`src/rtl/reset_seq.sv`:
```
// reset_seq: sequenced reset generator.
// Releases rst_out bits one at a time, bit 0 first, once every PLL lock flag
// has been stable for LOCK_FILT cycles with no external or software reset.
// When conditions go bad, all outputs re-assert at once. The FSM state is
// exported on 'state' so a checker can follow the sequence.
// All control inputs are levels; this block has no valid/ready handshake.
module reset_seq #(
  parameter int NUM_OUT   = 3,
  parameter int NUM_LOCK  = 1,
  parameter int LOCK_FILT = 8,
  parameter int STAGE_DLY = 4
) (
  input  logic                clk,
  input  logic                rst,
  input  logic [NUM_LOCK-1:0] pll_lock,
  input  logic                ext_reset,
  input  logic                sw_reset,
  output logic [NUM_OUT-1:0]  rst_out,
  output logic                all_done,
  output logic [1:0]          state,
  output logic [7:0]          lock_loss_cnt
);

  typedef enum logic [1:0] {
    IDLE    = 2'd0,
    FILTER  = 2'd1,
    RELEASE = 2'd2,
    RUN     = 2'd3
  } state_t;

  // One counter serves both the lock filter and the stage spacing.
  localparam int CNT_MAX = (LOCK_FILT > STAGE_DLY) ? LOCK_FILT : STAGE_DLY;
  localparam int CW      = $clog2(CNT_MAX + 1);
  localparam logic [CW-1:0] FILT_LAST  = CW'(LOCK_FILT - 1);
  localparam logic [CW-1:0] STAGE_LAST = CW'(STAGE_DLY - 1);

  logic [NUM_LOCK-1:0] lock_s1, lock_s;
  logic                ext_s1, ext_s;

  state_t              state_q, state_d;
  logic [CW-1:0]       cnt_q, cnt_d;
  logic [NUM_OUT-1:0]  rst_q, rst_d;
  logic                done_q, done_d;
  logic [7:0]          loss_q, loss_d;

  logic                lock_ok;
  logic                good;
  logic [NUM_OUT-1:0]  rst_shift;

  // Two-flop synchronisers for the asynchronous lock and external reset inputs.
  always_ff @(posedge clk or posedge rst) begin
    if (rst) begin
      lock_s1 <= '0;
      lock_s  <= '0;
      ext_s1  <= 1'b0;
      ext_s   <= 1'b0;
    end else begin
      lock_s1 <= pll_lock;
      lock_s  <= lock_s1;
      ext_s1  <= ext_reset;
      ext_s   <= ext_s1;
    end
  end

  assign lock_ok   = &lock_s;
  assign good      = lock_ok & ~ext_s & ~sw_reset;
  // Releasing the next stage shifts a zero in from the bottom: 111 -> 110 -> 100 -> 000.
  assign rst_shift = rst_q << 1;

  // State, counter and registered outputs.
  always_ff @(posedge clk or posedge rst) begin
    if (rst) begin
      state_q <= IDLE;
      cnt_q   <= '0;
      rst_q   <= '1;
      done_q  <= 1'b0;
      loss_q  <= '0;
    end else begin
      state_q <= state_d;
      cnt_q   <= cnt_d;
      rst_q   <= rst_d;
      done_q  <= done_d;
      loss_q  <= loss_d;
    end
  end

  // Next-state and next-output logic.
  always_comb begin
    state_d = state_q;
    cnt_d   = cnt_q;
    rst_d   = rst_q;
    done_d  = done_q;
    loss_d  = loss_q;
    case (state_q)
      IDLE: begin
        rst_d  = '1;
        done_d = 1'b0;
        cnt_d  = '0;
        if (good) state_d = FILTER;
      end
      FILTER, RELEASE: begin
        if (!good) begin
          state_d = IDLE;
          rst_d   = '1;
          done_d  = 1'b0;
          cnt_d   = '0;
        end else if (cnt_q == ((state_q == FILTER) ? FILT_LAST : STAGE_LAST)) begin
          cnt_d = '0;
          rst_d = rst_shift;
          if (rst_shift == '0) begin
            state_d = RUN;
            done_d  = 1'b1;
          end else begin
            state_d = RELEASE;
          end
        end else begin
          cnt_d = cnt_q + 1'b1;
        end
      end
      RUN: begin
        if (!good) begin
          state_d = IDLE;
          rst_d   = '1;
          done_d  = 1'b0;
          cnt_d   = '0;
          // Only lock loss is counted; ext/sw resets are deliberate.
          if (!lock_ok && loss_q != 8'hFF) loss_d = loss_q + 8'd1;
        end
      end
      default: begin
        state_d = IDLE;
        rst_d   = '1;
        done_d  = 1'b0;
        cnt_d   = '0;
      end
    endcase
  end

  assign rst_out       = rst_q;
  assign all_done      = done_q;
  assign state         = state_q;
  assign lock_loss_cnt = loss_q;

endmodule

```
`config.mk`:
```
export PLATFORM = sky130hd
export DESIGN_NAME = reset_seq
export DESIGN_NICKNAME = d
export VERILOG_FILES = /design/src/rtl/reset_seq.sv
export SDC_FILE = /design/constraint.sdc
export NUM_CORES = 1
export LEC_CHECK = 0
export BUFFER_PORTS_ARGS = -buffer_cell sky130_fd_sc_hd__buf_2
export CORE_UTILIZATION = 54
export CTS_CLUSTER_SIZE = 8
export DETAILED_ROUTE_END_ITERATION = 8
export GPL_ROUTABILITY_DRIVEN = 0
export PLACE_DENSITY = 0.78
export SETUP_SLACK_MARGIN = 0.5
export SYNTH_ARGS = -nofsm -noshare
export SYNTH_HDL_FRONTEND = slang
export SYNTH_SLANG_ARGS = --single-unit
```
`constraint.sdc`:
```
create_clock -name clk -period 2.2 [get_ports clk]
set_clock_uncertainty 0.2 [all_clocks]
set_input_delay 0.33 -clock clk [delete_from_list [all_inputs] [get_ports clk]]
set_output_delay 0.33 -clock clk [all_outputs]
set_load 0.05 [all_outputs]
```
==> results of run 1 <==
==> stage by stage <==
step,utilization [%],hold slack (ns)
3_3_place_gp,67.61,0.1356
4_1_cts,74.68,0.1025
6_report,79.61,0.1158
5_1_grt,79.61,0.1238
2_1_floorplan,-,0.1166
3_5_place_dp,67.61,0.1405
==> synthesized netlist by cell type, types with 2 or more instances <==
cell type / n / area, um^2
a211o_1: 2 / 17.52
a211oi_1: 2 / 15.01
a21oi_1: 6 / 30.03
a31oi_1: 2 / 12.51
clkbuf_1: 2 / 7.510
dfrtp_1: 19 / 475.5
dfstp_2: 3 / 78.83
ha_1: 5 / 62.56
inv_1: 5 / 18.77
mux2_2: 2 / 22.52
nand2_1: 6 / 22.52
nand2b_1: 4 / 25.02
nand3_1: 5 / 25.02
nand4_1: 2 / 12.51
nor2_1: 7 / 26.28
nor2b_1: 3 / 18.77
nor3b_1: 3 / 22.52
o2111a_1: 2 / 22.52
o21ai_0: 5 / 25.02
o21ai_1: 2 / 10.01
xnor2_1: 3 / 26.28
==> state kept, by name, indices dropped and copies added, names as in the netlist <==
name and cells:
cnt_q 4, ext_s1 1, rst_out 3, lock_s1 1, state 2, all_done 1
lock_loss_cnt 8, ext_s 1, lock_ok 1
==> timing repair <==
item | in CTS | in global routing
hold endpoints to repair | 21 | 0
hold buffers | 3 | 0
buffers inserted | 1 | 9
pin swaps | 2 | 11
endpoints found under the setup margin | 12 | 9
gates resized for setup | 9 | 13
==> worst min-delay path by stage <==
stage	start	endpoint	slack (ns)	cells past startpoint
floorplan	rst	all_done$_DFFE_PP0P_	0.12	1
global placement	ext_s1$_DFF_PP0_	ext_s$_DFF_PP0_	0.14	0
detailed placement	ext_s1$_DFF_PP0_	ext_s$_DFF_PP0_	0.14	0
CTS	sw_reset	rst_out[2]$_DFFE_PP1P_	0.10	3
global route	sw_reset	rst_out[2]$_DFFE_PP1P_	0.12	3
finish	sw_reset	rst_out[2]$_DFFE_PP1P_	0.12	3
==> per-layer routing <==
metal	track usage (%)	vias to the layer above
li1	-	474
met1	27.73	491
met2	40.54	29
met3	5.185	8
met4	11.67	0
met5	0	-
==> area by class of cell <==
cell class	count	area [um^2]
Clock buffer	3	22.52
Clock inverter	1	30.03
Fill cell	116	404.1
Inverter	5	21.27
Multi-Input combinational cell	80	683.2
Sequential cell	22	561.8
Tap cell	27	33.78
Timing Repair Buffer	34	225.2
==> critical path, delay by kind of cell, from the launching register on <==
family | cells | cell delay [ns]
AOI/OAI and AO/OA | 2 | 0.61
adders and majority gates | 1 | 0.21
DFF | 1 | 0.49
xor gates and xnor gates | 1 | 0.15
==> cells by family (layout without fill, tap and decap cells) <==
logic type      after synthesis  count (layout)  synth area share, %
compound gates               28              28                16.88
xor+xnor                      4               4                3.051
fa+ha+maj                     5               5                5.447
buf+inv                       9              43                3.159
flops                        22              22                48.26
mux                           3               3                2.832
simple gates                 40              40                20.37
==> power by group through the flow <==
stage	clock, mW	sequential (mW)	combinational, mW
floorplan	0	0.479	0.215
global placement	0	0.447	0.298
detailed placement	0	0.449	0.302
CTS	0.312	0.450	0.344
global route	0.330	0.452	0.433
finish	0.305	0.450	0.408
==> flow_summary.toml, run 1 <==
[run_status]
status = "complete, no violations"

[final_layout]
final_cell_mix = "buf_4, buf_2, dfrtp_1"
drive_above_1_share_pct = 44.83
final_common_cell = "buf_4"
design_area_mm2 = 0.001578
diodes = 0
area_growth_pct = 37.36
fin_cells = 172
nNetsFinal = 156

[synthesis]
syn-mean-instance-area_um2 = 10.35
synth_edf_count = 0
dominantRegCellSynth = "dfrtp_1"
synth_nets = 121
ys_ff_latch = 22
ys_warn_count = 0
netlist_instances = 111
synth.distinct_cells = 42
synthesis.area_mm2 = 0.001149
async_flop_share_pct = 100.0
seq_area_frac_synth_pct = 48.26

[critical_path]
end_kind = "flip-flop"
cp.arrival_ns = 1.77
regToRegStartpoint = "state[0]$_DFFE_PP0P_"
crit_path_end = "cnt_q[3]$_DFFE_PP0P_"
slowest_delay_ns = 0.49
start_kind = "flip-flop"
cpMaxStageDelayCell = "dfrtp_2"
path_cells = "ha_4, xnor2_4, a2111o_1, a31oi_1"
cp_max_fo = 6
rrSetupSlack_ns = 0.45
worstSetupStartpoint = "state[0]$_DFFE_PP0P_"
crit_required_ns = 2.22
path_class = "reg2reg"
r2r_end = "cnt_q[3]$_DFFE_PP0P_"
reg2regPathDepth = 4

[clocking]
cts_buffers = 3
cts_max_level = 1
clk_pin_slew_ns = 0.12
cts_tree = "yes"
cts_root_buf = "clkbuf_4"
clock-sinks = 22
clock_path_buffers = 2
clock_latency_ns = 0.30

[sta]
hold_viol_final = 0
finalCriticalPeriod_ns = 1.747
rsz0062_at_grt = "yes"
final.period_utilization_pct = 79.42
setup_tns_ns = 0
final-max-slew-violation-count = 0
fmax_mhz = 572.3
tightest_slew_ns = 0.3722
relSlewSlack_pct = 75.13
finalWorstSetupSlack_ns = 0.4527
setup_viol = 0

[floorplanning]
rows = 16
core_area_mm2 = 0.001982
design.portCount = 19
die_y_um = 48.12
start_util_pct = 57.95
die_w_um = 48.12
die_area_mm2 = 0.002316

[global_route]
grt_pass1_wl_mm = 3.691
grt_pass1_vias = 864
grt_usage_pct = 23.56
grt_overflow = 0
antenna_found_initial = 0
grt_max_degree = 23

[routing]
dr_wl_met2_mm = 1.352
drt_wl_total_mm = 2.689
vias = 1002
post_drt_wl_per_cell_um = 15.63
vias_per_cell = 5.826
drtAntennaViolNets = 0
drt-initial-drc-count = 30
drc_errors = 0
top_layer_used = "met4"
first_pass_iters = 4
wl_met3_um = 93
wl_met1_mm = 1.181

[pwr]
power.share.clock_pct = 26.2
p_total_mw = 1.162
p_int_uw = 795.7
power_density_mw_per_mm2 = 736.4
switchingPower_uw = 366.2
combPwrFrac_pct = 35.1
vdd_drop_max_uv = 545.7
p_seq_share_pct = 38.7
netSwitchingFraction_pct = 31.52
leakagePower_nw = 0.6656

[place]
place_ws_ns = 0.3824
place_inst = 155
place_hpwl_mm = 1.742
portBuffers = 18
place_area_mm2 = 0.001340

[run]
maxCapViolCount = 0

[min_path]
hp-class = "in2reg"
Note: power is estimated with default switching activity, not from simulation.
==> inputs of run 2 (changes only) <==
--- a/config.mk
+++ b/config.mk
@@ -6,11 +6,11 @@
 export NUM_CORES = 1
 export LEC_CHECK = 0
 export BUFFER_PORTS_ARGS = -buffer_cell sky130_fd_sc_hd__buf_2
-export CORE_UTILIZATION = 54
+export CORE_UTILIZATION = 49
 export CTS_CLUSTER_SIZE = 8
 export DETAILED_ROUTE_END_ITERATION = 8
 export GPL_ROUTABILITY_DRIVEN = 0
-export PLACE_DENSITY = 0.78
+export PLACE_DENSITY = 0.75
 export SETUP_SLACK_MARGIN = 0.5
 export SYNTH_ARGS = -nofsm -noshare
 export SYNTH_HDL_FRONTEND = slang
==> constraint.sdc (replaced) <==
create_clock -name clk -period 1.6 [get_ports clk]
set_clock_uncertainty 0.2 [all_clocks]
set_input_delay 0.24 -clock clk [delete_from_list [all_inputs] [get_ports clk]]
set_output_delay 0.24 -clock clk [all_outputs]
set_load 0.05 [all_outputs]
==> run 2 against run 1 <==
Compared with the run above:
- the flow now finishes with violations (negative hold slack, negative setup slack)
- wire length up 52%
- maximum frequency about the same
- global-route usage up 5.1 points
- die area up 9.8%
- critical endpoint is now cnt_q[2]$_DFFE_PP0P_
- largest power group is now combinational logic
==> flow_summary.toml, run 2 (synthesized netlist as in run 1, its figures left out) <==
[run_status]
status = "finished with violations"
violations = "negative hold slack, negative setup slack"

[global_route]
grt_usage_pct = 28.64
grt_pass1_vias = 1067
grt_pass1_wl_mm = 5.181
grt_max_degree = 23
grt_overflow = 0
antenna_found_initial = 0

[routing]
drt_wl_total_mm = 4.094
vias = 1224
first_pass_iters = 4
post_drt_wl_per_cell_um = 20.89
vias_per_cell = 6.245
drtAntennaViolNets = 0
drc_errors = 0
drt-initial-drc-count = 83

[pwr]
leakagePower_nw = 0.8220
power_density_mw_per_mm2 = 912.7
vdd_drop_max_uv = 1189

[floorplanning]
die_w_um = 50.42
die_area_mm2 = 0.002542
die_y_um = 50.42
rows = 17
core_area_mm2 = 0.002212
design.portCount = 19
start_util_pct = 51.92

[place]
portBuffers = 18
place_ws_ns = -0.1367
place_hpwl_mm = 1.828

[clocking]
cts_max_level = 1
cts_buffers = 3
clock-sinks = 22
clk_pin_slew_ns = 0.14
cts_root_buf = "clkbuf_4"
clock_path_buffers = 2
clock_latency_ns = 0.34
hold_buffers = 3
cts_tree = "yes"

[sta]
whs_ns = -0.02778
fmax_mhz = 572.5
final-max-slew-violation-count = 0
setup_viol = 11
final.period_utilization_pct = 109.2
relSlewSlack_pct = 70.01
tightest_slew_ns = 0.4498
finalCriticalPeriod_ns = 1.747
hold_viol_final = 1
finalWorstSetupSlack_ns = -0.1466
rsz0062_at_grt = "yes"

[critical_path]
cp.arrival_ns = 1.78
start_kind = "flip-flop"
crit_required_ns = 1.63
cp_max_fo = 8
end_kind = "flip-flop"
path_class = "reg2reg"
rrSetupSlack_ns = -0.15

[final_layout]
final_cell_mix = "buf_4, dfrtp_1, buf_6"
diodes = 0
final_common_cell = "buf_4"
area_growth_pct = 67.86
largest_register_ff_count = 8
drive_above_1_share_pct = 56.55
nNetsFinal = 179
fin_util_pct = 87.16

[run]
maxCapViolCount = 0

[min_path]
hp-class = "in2reg"
==> run 2: cell count changes in the layout (fill, tap and decap cells not counted), moves of 2 or more <==
cell     before  now
buf_6         0   13
buf_4        16   28
buf_2        15    4
buf_8         0    9
o21ai_0       4    1
o21ai_1       2    5
a21oi_1       6    4
a21oi_2       0    2
==> run 2: path summary, 6_finish.rpt <==
check | cells past startpoint | end | from
hold / removal | 3 | rst_out[2]$_DFFE_PP1P_ | sw_reset
max in group asynchronous | 4 | rst_out[0]$_DFFE_PP1P_ | rst
hold reg to reg | 0 | lock_ok$_DFF_PP0_ | lock_s1$_DFF_PP0_
setup reg to reg | 6 | cnt_q[2]$_DFFE_PP0P_ | state[1]$_DFFE_PP0P_
setup / recovery | 6 | cnt_q[2]$_DFFE_PP0P_ | state[1]$_DFFE_PP0P_
min in group asynchronous | 4 | lock_s1$_DFF_PP0_ | rst
==> run 2: routing by layer <==
metal | vias up | track usage [%] | share of wire [%] | routed length, um
li1 | 518 | - | - | -
met1 | 623 | 37.72 | 43 | 1773
met2 | 66 | 44.00 | 48 | 1963
met3 | 17 | 4.848 | 6.2 | 254
met4 | 0 | 17.13 | 2.5 | 103
met5 | - | 0 | 0 | 0
==> run 2: area by class of cell <==
type,count,area (um^2)
clock buffer,4,36.28
fill,104,284.0
inverter,5,21.27
multi-input combinational,80,732.0
sequential,22,561.8
tap,28,35.03
timing repair buffer,57,541.8
==> run 2: worst max-delay path, cell delays in order (launching register included) <==
cell and delay (ns):
dfrtp_2 0.48, inv_4 0.11, ha_4 0.25, buf_4 0.15, nor2b_2 0.14, o21ai_0 0.21, a21oi_1 0.11
==> run 2: stage by stage <==
stage                     area (um^2)  TNS [ns]  power, mW  std cells
after floorplan                  1231    -1.893     0.9553        111
final                            1928   -0.8538      1.760        196
after global placement           1439   -0.7797      1.101        169
after detailed placement         1439    -1.232      1.107        169
after CTS                        1779   -0.4340      1.607        190
after global routing             1928    -1.258      1.788        196
==> run 2: repair_timing <==
item,CTS,global route
resized for setup,46,25
hold endpoints to repair,23,1
endpoints found under the setup margin,32,32
buffers inserted,14,6
pin swaps,6,22
==> run 2: power breakdown <==
| group | internal, mW | switching [mW] | total [mW] |
|---|---|---|---|
| Combinational | 0.404 | 0.400 | 0.804 |
| Sequential | 0.580 | 0.0328 | 0.613 |
| Clock | 0.140 | 0.203 | 0.343 |
==> inputs of run 3 (changes only) <==
--- a/config.mk
+++ b/config.mk
@@ -6,11 +6,12 @@
 export NUM_CORES = 1
 export LEC_CHECK = 0
 export BUFFER_PORTS_ARGS = -buffer_cell sky130_fd_sc_hd__buf_2
-export CORE_UTILIZATION = 49
+export CORE_UTILIZATION = 52
+export CTS_BUF_LIST = sky130_fd_sc_hd__clkbuf_4
 export CTS_CLUSTER_SIZE = 8
 export DETAILED_ROUTE_END_ITERATION = 8
 export GPL_ROUTABILITY_DRIVEN = 0
-export PLACE_DENSITY = 0.75
+export PLACE_DENSITY = 0.78
 export SETUP_SLACK_MARGIN = 0.5
 export SYNTH_ARGS = -nofsm -noshare
 export SYNTH_HDL_FRONTEND = slang
==> run 3 against run 2 <==
Compared with the run above:
- the flow now stops in global routing (5_1_grt)
- area after synthesis unchanged
- synthesized cell count unchanged
==> flow_summary.toml, run 3 <==
[synthesis]
synth_edf_count = 0
seq_area_frac_synth_pct = 48.26
synthesis.area_mm2 = 0.001149
dominantRegCellSynth = "dfrtp_1"
ys_ff_latch = 22
synth_nets = 121
yosys.area.top_type = "dfrtp_1"
netlist_instances = 111
async_flop_share_pct = 100.0
synth_top_area_share_pct = 41.39
synth.distinct_cells = 42
yosys-top-cells-area = "dfrtp_1, dfstp_2, ha_1"
synth.most_common_cell = "dfrtp_1"
syn-mean-instance-area_um2 = 10.35
synth_commonest_cells = "dfrtp_1, nor2_1, a21oi_1, nand2_1"
ys_warn_count = 0

[floorplanning]
rows = 16
die_w_um = 49
die_y_um = 49
design.portCount = 19
start_util_pct = 56.81

[place]
place_hpwl_mm = 1.863
portBuffers = 18

[clocking]
cts_root_buf = "clkbuf_4"
clock_path_buffers = 2
cts_max_level = 1
clock-sinks = 22
cts_buffers = 3

[global_route]
grt_max_degree = 23

[sta]
postGrtWorstEndpoint = "state[1]$_DFFE_PP0P_/D"
endpoint_type = "register data pin"

[run_status]
status = "aborted with a tool error"
tool.error = "[ERROR DPL-0038] Utilization greater than 100%, impossible to legalize"
lastStage = "global routing (5_1_grt)"
[run 3: cell counts after synthesis]
No cell type changed its count.
[run 3: per-stage QoR]
| step | TNS, ns | cells | utilization [%] | setup WS [ns] | area [um^2] |
|---|---|---|---|---|---|
| after global placement | -1.188 | 172 | 72.59 | -0.1352 | 1468 |
| after CTS | -0.9832 | 191 | 88.18 | -0.1299 | 1783 |
| after detailed placement | -1.435 | 172 | 72.59 | -0.1509 | 1468 |
| after floorplan | -1.893 | 111 | - | -0.2364 | 1231 |
[run 3: repair_timing]
item / CTS
buffers inserted: 12
endpoints found under the hold margin: 22
pin swaps: 7
endpoints found under the setup margin: 32
gates cloned: 0
hold buffers: 3
resized for setup: 44
[run 3: cells by family after synthesis]
logic type	Yosys count	share of synthesized area (%)
AO/OA/AOI/OAI	28	16.88
XOR/XNOR	4	3.051
adder cells (fa/ha/maj)	5	5.447
buffers and inverters	9	3.159
flip-flops	22	48.26
multiplexers	3	2.832
AND/OR/NAND/NOR	40	20.37
==> inputs of run 4 (changes only) <==
==> config.mk (replaced) <==
export PLATFORM = sky130hd
export DESIGN_NAME = reset_seq
export DESIGN_NICKNAME = d
export VERILOG_FILES = /design/src/rtl/reset_seq.sv
export SDC_FILE = /design/constraint.sdc
export NUM_CORES = 1
export LEC_CHECK = 0
export BUFFER_PORTS_ARGS = -buffer_cell sky130_fd_sc_hd__buf_2
export CORE_AREA = 2 2 63 65
export DETAILED_ROUTE_END_ITERATION = 8
export DIE_AREA = 0 0 65 67
export GPL_ROUTABILITY_DRIVEN = 0
export PLACE_DENSITY_LB_ADDON = 0.15
export SYNTH_ARGS = -nofsm -noshare
export SYNTH_HDL_FRONTEND = slang
export SYNTH_SLANG_ARGS = --single-unit
==> constraint.sdc (replaced) <==
create_clock -name clk -period 2.1 [get_ports clk]
set_clock_uncertainty 0.2 [all_clocks]
set_input_delay 0.315 -clock clk [delete_from_list [all_inputs] [get_ports clk]]
set_output_delay 0.315 -clock clk [all_outputs]
set_load 0.05 [all_outputs]
==> run 4 against run 3 <==
Compared with the run above:
- the flow now finishes without violations
==> flow_summary.toml, run 4 (synthesized netlist as in run 1, its figures left out) <==
[run_status]
status = "complete, no violations"

[critical_path]
regToRegStartpoint = "state[1]$_DFFE_PP0P_"
start_kind = "flip-flop"
rrSetupSlack_ns = 0.23
cp_max_fo = 10
r2r_end = "cnt_q[3]$_DFFE_PP0P_"
end_kind = "flip-flop"
slowest_delay_ns = 0.44
worstPathBufferInverterCount = 1
reg2regPathDepth = 5
path_cells = "inv_1, ha_1, nand2b_1, a2111o_1, a31oi_1"
critical_path.top_delay_family = "compound AO/OA/AOI/OAI gates"
path_class = "reg2reg"
cpMaxStageDelayCell = "ha_1"
crit_required_ns = 2.09
cp.arrival_ns = 1.86

[clocking]
postCtsSetupBuffers = 0
clock-sinks = 22
cts_buffers = 3
cts_max_level = 1
clk_pin_slew_ns = 0.08
cts_root_buf = "clkbuf_8"
clock_path_buffers = 2
clock_latency_ns = 0.26
cts_tree = "yes"

[floorplanning]
core_area_mm2 = 0.003606
start_util_pct = 31.85
die_area_mm2 = 0.004355
design.portCount = 19
rows = 22
die_y_um = 67
die_w_um = 65

[run]
maxCapViolCount = 0

[place]
place_inst = 177
portBuffers = 18
place_hpwl_mm = 1.653

[global_route]
met2_usage_pct = 17.78
grt_pass1_wl_mm = 4.022
top_usage_layer = "met2"
met1_usage_pct = 17.17
grt_usage_pct = 12.34
grt_pass1_vias = 853
antenna_found_initial = 0
grt_util_met3_pct = 2.534
grt_overflow = 0
grt_max_degree = 23

[min_path]
min_from = "sw_reset"
holdPathStages = 3
hp-class = "in2reg"
hold_end = "rst_out[2]$_DFFE_PP1P_"

[pwr]
vdd_drop_max_uv = 287.5
power_density_mw_per_mm2 = 738.1
leakagePower_nw = 0.6207
p_total_mw = 1.036

[sta]
relSlewSlack_pct = 65.71
hold_viol_final = 0
setup_tns_ns = 0
final-max-slew-violation-count = 0
tightest_slew_ns = 0.5106
rsz0062_at_grt = "no"
setup_viol = 0
finalCriticalPeriod_ns = 1.874
final.period_utilization_pct = 89.25
fmax_mhz = 533.5
whs_ns = 0.1259

[final_layout]
largest_register_ff_count = 8
final_common_cell = "buf_2"
nNetsFinal = 147
fin_cells = 184
diodes = 0
final_cell_mix = "buf_2, dfrtp_1, nor2_1"
drive_above_1_share_pct = 26.47
area_growth_pct = 22.22

[routing]
drc_errors = 0
vias_per_cell = 4.929
first_pass_iters = 4
vias = 907
post_drt_wl_per_cell_um = 12.48
drt_wl_total_mm = 2.297
drt-initial-drc-count = 72
drtAntennaViolNets = 0
==> run 4: through the flow <==
stage / utilization, % / area (um^2) / worst slack, ns
after floorplan: - / 1151 / 0.05668
after global placement: 36.43 / 1314 / 0.1390
after detailed placement: 36.43 / 1314 / 0.1771
after CTS: 38.79 / 1399 / 0.1417
after global routing: 38.93 / 1404 / 0.09291
final: 38.93 / 1404 / 0.2257
==> run 4: power by group <==
group | total [mW] | internal [mW] | switching (mW)
Sequential | 0.460 | 0.442 | 0.0186
Clock | 0.308 | 0.167 | 0.141
Combinational | 0.267 | 0.0937 | 0.174
Total | 1.04 | 0.702 | 0.334
==> run 4: timing repair <==
action	in CTS	in global routing
setup endpoints to repair	0	2
hold buffers	3	0
gates resized for setup	0	1
hold endpoints to repair	21	0
==> run 4: metal layers <==
| metal | share of wire [%] | vias up |
|---|---|---|
| met2 | 45 | 13 |
| met1 | 51 | 437 |
| li1 | - | 455 |
| met5 | 0 | - |
| met3 | 3.0 | 2 |
| met4 | 1.0 | 0 |
==> run 4: cell type report <==
type	instances	area (um^2)
multi-input cells	80	563.0
inverters	5	18.77
clock buffers	4	55.05
flip-flops and latches	22	556.8
fillers	370	2202
well taps	48	60.06
repair buffers	25	150.1
==> run 4: worst max path at each step <==
stage,from,end,slack (ns),cells after the start
2_1_floorplan,state[1]$_DFFE_PP0P_,cnt_q[3]$_DFFE_PP0P_,0.06,6
3_3_place_gp,state[0]$_DFFE_PP0P_,state[0]$_DFFE_PP0P_,0.14,4
3_5_place_dp,state[0]$_DFFE_PP0P_,state[0]$_DFFE_PP0P_,0.18,4
4_1_cts,state[0]$_DFFE_PP0P_,state[0]$_DFFE_PP0P_,0.14,4
5_1_grt,state[1]$_DFFE_PP0P_,rst_out[0]$_DFFE_PP1P_,0.09,5
6_report,state[1]$_DFFE_PP0P_,cnt_q[3]$_DFFE_PP0P_,0.23,5
==> run 4: worst reg2reg max path, cell delays in order (launching register included) <==
cell and delay (ns):
dfrtp_2 0.39, inv_1 0.08, ha_1 0.44, nand2b_1 0.17, a2111o_1 0.40, a31oi_1 0.13
